$ cat src/rtl/seq_detector_n_pkg.sv
// Shared constants and width helpers for the serial pattern detector.
package seq_detector_n_pkg;

   localparam logic MODE_OVL  = 1'b1;
   localparam logic MODE_NOVL = 1'b0;

   // Smallest r such that 2**r >= v.
   function automatic int unsigned clog2(input int unsigned v);
      int unsigned r;
      r = 0;
      while ((64'd1 << r) < 64'(v)) r = r + 1;
      return r;
   endfunction

endpackage

$ cat src/rtl/dffr_n.sv
// N-bit D register with synchronous active-high reset and load enable.
module dffr_n #(
   parameter int unsigned N = 1
) (
   input  logic         i_clk,
   input  logic         i_rst,
   input  logic         i_en,
   input  logic [N-1:0] i_d,
   output logic [N-1:0] o_q
);

   logic [N-1:0] r_q;

   always_ff @(posedge i_clk) begin
      if (i_rst)     r_q <= '0;
      else if (i_en) r_q <= i_d;
   end

   assign o_q = r_q;

endmodule

$ cat src/rtl/seq_detector_n.sv
// Serial detector for a runtime-programmable W-bit pattern with progress state,
// overlap/non-overlap restart and a saturating match counter.
module seq_detector_n
   import seq_detector_n_pkg::*;
#(
   parameter int unsigned W  = 4,
   parameter int unsigned CW = 8,
   parameter int unsigned SW = clog2(W + 1)
) (
   input  logic          CLK,
   input  logic          RESET,
   input  logic          x,
   input  logic          EN,
   input  logic          CLR,
   input  logic          MODE,
   input  logic [W-1:0]  PAT,
   output logic          F,
   output logic [SW-1:0] S,
   output logic [CW-1:0] COUNT
);

   logic [W-1:0]  r_hist;
   logic [SW-1:0] r_fill;
   logic          r_f;

   logic [W-1:0]  w_hist_n;
   logic [SW-1:0] w_fill_n;
   logic          w_match;
   logic          w_accept;
   logic [W:1]    w_pm;
   logic [SW-1:0] w_s_n;
   logic          w_ld;
   logic [W-1:0]  w_hist_d;
   logic [SW-1:0] w_s_d;
   logic          w_cnt_en;

   assign w_accept = EN & ~CLR;
   assign w_hist_n = {r_hist[W-2:0], x};
   assign w_fill_n = (r_fill == SW'(W)) ? SW'(W) : r_fill + SW'(1);
   assign w_match  = (w_fill_n == SW'(W)) && (w_hist_n == PAT);

   // w_pm[k]: the newest k bits equal the first k pattern bits.
   for (genvar k = 1; k <= W; k++) begin : g_pm
      assign w_pm[k] = (w_fill_n >= SW'(k)) && (w_hist_n[k-1:0] == PAT[W-1 -: k]);
   end

   always_comb begin
      w_s_n = '0;
      for (int unsigned k = 1; k <= W; k++) begin
         if (w_pm[k]) w_s_n = SW'(k);
      end
   end

   // CLR loads zeros into hist/S, taking priority over a sample.
   assign w_ld     = EN | CLR;
   assign w_hist_d = CLR ? '0 : w_hist_n;
   assign w_s_d    = CLR ? '0 : w_s_n;
   assign w_cnt_en = w_accept & w_match & ~(&COUNT);

   dffr_n #(.N(W)) u_hist (
      .i_clk (CLK),
      .i_rst (RESET),
      .i_en  (w_ld),
      .i_d   (w_hist_d),
      .o_q   (r_hist)
   );

   dffr_n #(.N(SW)) u_state (
      .i_clk (CLK),
      .i_rst (RESET),
      .i_en  (w_ld),
      .i_d   (w_s_d),
      .o_q   (S)
   );

   dffr_n #(.N(CW)) u_count (
      .i_clk (CLK),
      .i_rst (RESET),
      .i_en  (w_cnt_en),
      .i_d   (COUNT + CW'(1)),
      .o_q   (COUNT)
   );

   // Non-overlap restarts the fill so the next match needs W fresh bits.
   always_ff @(posedge CLK) begin
      if (RESET) begin
         r_fill <= '0;
         r_f    <= 1'b0;
      end else begin
         r_f <= w_accept & w_match;
         if (CLR)
            r_fill <= '0;
         else if (EN)
            r_fill <= (w_match && (MODE == MODE_NOVL)) ? '0 : w_fill_n;
      end
   end

   assign F = r_f;

endmodule

$ cat config.mk
export PLATFORM = sky130hd
export DESIGN_NAME = seq_detector_n
export DESIGN_NICKNAME = d
export VERILOG_FILES = /design/src/rtl/seq_detector_n_pkg.sv /design/src/rtl/dffr_n.sv /design/src/rtl/seq_detector_n.sv
export SDC_FILE = /design/constraint.sdc
export NUM_CORES = 1
export LEC_CHECK = 0
export CAP_MARGIN = 40
export CORE_MARGIN = 8
export CORE_UTILIZATION = 50
export DETAILED_ROUTE_END_ITERATION = 7
export GPL_ROUTABILITY_DRIVEN = 0
export GPL_TIMING_DRIVEN = 1
export PLACE_DENSITY = 0.78
export SLEW_MARGIN = 20
export SYNTH_ARGS = -nofsm -noshare
export SYNTH_HDL_FRONTEND = slang
export SYNTH_HIERARCHICAL = 1
export SYNTH_SLANG_ARGS = --single-unit
$ cat constraint.sdc
create_clock -name CLK -period 2.8 [get_ports CLK]
set_clock_uncertainty 0.05 [all_clocks]
set_input_delay 0.42 -clock CLK [delete_from_list [all_inputs] [get_ports CLK]]
set_output_delay 0.42 -clock CLK [all_outputs]
set_load 0.05 [all_outputs]
==> metrics.yaml <==
run_status:
  status: "completed"
setup_path:
  crit_fanout: 5
  path_depth: 8
  slowest_stage: "dfxtp_1"
  cp-end-kind: "flip-flop"
  path_buf_inv: 1
  cp.arrival_ps: 2460
  startpoint: "r_fill[0]$_SDFFE_PP0P_"
  max_stage_delay_ps: 420
  crit_family: "compound AO/OA/AOI/OAI gates"
  critPathLaunchType: "flip-flop"
  rr_startpoint: "r_fill[0]$_SDFFE_PP0P_"
  required_ps: 2980
  crit_end: "u_state/o_q[0]$_SDFFE_PP0P_"
  worstSetupPathType: "flip-flop to flip-flop"
  crit_chain: "inv_1 > ha_1 > and4bb_1 > or2_0 > a211o_2 > a211oi_1 > mux2i_1 > nor2_1"
  rrSetupSlack_ps: 520
  ff2ff_path_depth: 8
  r2r_end: "u_state/o_q[0]$_SDFFE_PP0P_"
floorplanning:
  start_util_pct: 53.7
  ios: 22
  core-area_um2: 1980
  rows: 16
  fp.dieArea_um2: 3860
  die_x_um: 62.1
  fp.dieH_um: 62.1
place:
  post-dp-hpwl_um: 1680
  dp_cells: 162
  placed_area_um2: 1300
  port_buffers: 21
cts:
  cts_resized: 0
  cts_root_buf: "clkbuf_4"
  htree_levels: 1
  cts-buffers-inserted: 3
  clock_path_buffers: 2
  worstSkewPairLatency_ps: 280
  cts_sinks: 18
  clkSlewWorstSetupHoldPaths_ps: 100
  cts_setup_buffers: 0
  holdBufCountCts: 0
  cts_tree: "built"
power_and_ir_drop:
  pwr_density_cell_nw_per_um2: 366
  irDropWorstVdd_uv: 326
  leakagePower_uw: 0.000518
finish:
  syn2layout_area_growth_pct: 25.5
  drive_above_1_share_pct: 7.19
  fin_area_um2: 1340
  final_cells: 166
  n_antenna_cell: 0
  fin_nets: 154
routing:
  wl_met1_um: 1010
  wl_met3_um: 126
  ant_nets: 0
  vias: 850
  firstDrtPassIters: 4
  wl_um: 2180
  drt_iter0_markers: 22
  maxUsedRoutingLayer: "met3"
  post-route-drc-count: 0
  post_drt_wl_per_cell_um: 13.2
  vias_per_cell: 5.12
  met2_length_um: 1050
logic_synthesis:
  syn_inst: 117
  syn-num-nets: 131
  yosysWarnings: 6
  avgSynthCellArea_um2: 9.09
  netlist_area_um2: 1060
global_route:
  grt_overflow_total: 0
  grt_pass1_vias: 810
  grt_start_max_net_pins: 19
  antenna_found_initial: 0
  grt_use_total_pct: 10.5
  grt_pass1_wl_um: 3530
sta:
  timing.fmax_ghz: 0.438
  min_period_ps: 2280
  setup_viol: 0
  fin_hold_ws_ps: 463
  finalHoldViolCount: 0
  rsz0062_at_grt: "false"
  fin_crit_sh_pct: 81.5
  worst_pin_slew_ps: 516
  drv_slew: 0
  slew_headroom_pct: 65.5
  finalSetupTns_ps: 0
hold_path:
  hp-class: "flip-flop to flip-flop"
run:
  drv_cap: 0
==> cell usage in the layout, fill, tap and decap left out <==
cell / n
inv_1: 4
a211oi_2: 1
and4bb_1: 1
nor2_1: 17
ha_1: 4
nor2b_1: 4
a211oi_1: 2
nand3b_1: 1
a21oi_1: 2
mux2i_1: 16
or2_0: 1
clkbuf_4: 3
o21a_1: 1
nand3_1: 4
a2111oi_0: 1
nand2_1: 2
clkdlybuf4s50_1: 21
o2111a_1: 1
xnor2_1: 7
or3_1: 2
nor3_1: 5
nor3b_1: 1
and3_1: 1
nand4_1: 1
buf_4: 3
dfxtp_1: 18
clkbuf_8: 1
a2111o_1: 1
or2_2: 1
xor2_1: 9
a211o_2: 1
o21ai_0: 1
a311oi_1: 1
==> worst min-delay path, stage by stage, from the launching register on <==
cell and delay (ps):
dfxtp_1 340, mux2i_1 60, nor2_1 80
==> cell type report <==
type / instances / area [µm²]
fillers: 163 / 647
flip-flops and latches: 18 / 360
multi-input cells: 89 / 657
clock buffers: 4 / 36.3
repair buffers: 24 / 233
well taps: 27 / 33.8
inverters: 4 / 15.0
==> report_power, final <==
part / switching (µW) / leakage (µW) / internal, µW
Sequential: 4.55 / 0.000146 / 259
Clock: 75.0 / 0.0000210 / 79.1
Combinational: 34.7 / 0.000352 / 35.4
==> metal layers <==
layer / up-vias / GRT usage [%]
met3: 0 / 3.41
met4: 0 / 2.62
met5: - / 0
met1: 385 / 12.1
li1: 446 / -
met2: 19 / 18.2
==> flip-flops by register name, summed over array words and instances, names as in the netlist <==
register     cells
u_hist/o_q       3
u_state/o_q      3
F                1
r_fill           3
u_count/o_q      8
==> worst min path at each step <==
stage | from | endpoint | slack (ps) | depth (start not counted)
2_1_floorplan | u_hist/o_q[0]$_SDFFE_PP0P_ | u_hist/o_q[0]$_SDFFE_PP0P_ | 410 | 2
3_3_place_gp | u_state/o_q[0]$_SDFFE_PP0P_ | u_state/o_q[0]$_SDFFE_PP0P_ | 430 | 2
3_5_place_dp | u_state/o_q[1]$_SDFFE_PP0P_ | u_state/o_q[1]$_SDFFE_PP0P_ | 440 | 2
4_1_cts | u_state/o_q[1]$_SDFFE_PP0P_ | u_state/o_q[1]$_SDFFE_PP0P_ | 460 | 2
5_1_grt | u_state/o_q[1]$_SDFFE_PP0P_ | u_state/o_q[1]$_SDFFE_PP0P_ | 490 | 2
6_report | u_state/o_q[1]$_SDFFE_PP0P_ | u_state/o_q[1]$_SDFFE_PP0P_ | 460 | 2
==> per-stage QoR <==
step           total power (µW)  setup slack, ps  utilization, %
3_5_place_dp                340              371            65.5
2_1_floorplan               311              744               -
3_3_place_gp                338              413            65.5
5_1_grt                     517              346            67.4
4_1_cts                     495              499            67.4
6_report                    488              519            67.4
No activity file was read; power rests on OpenSTA's default activity.
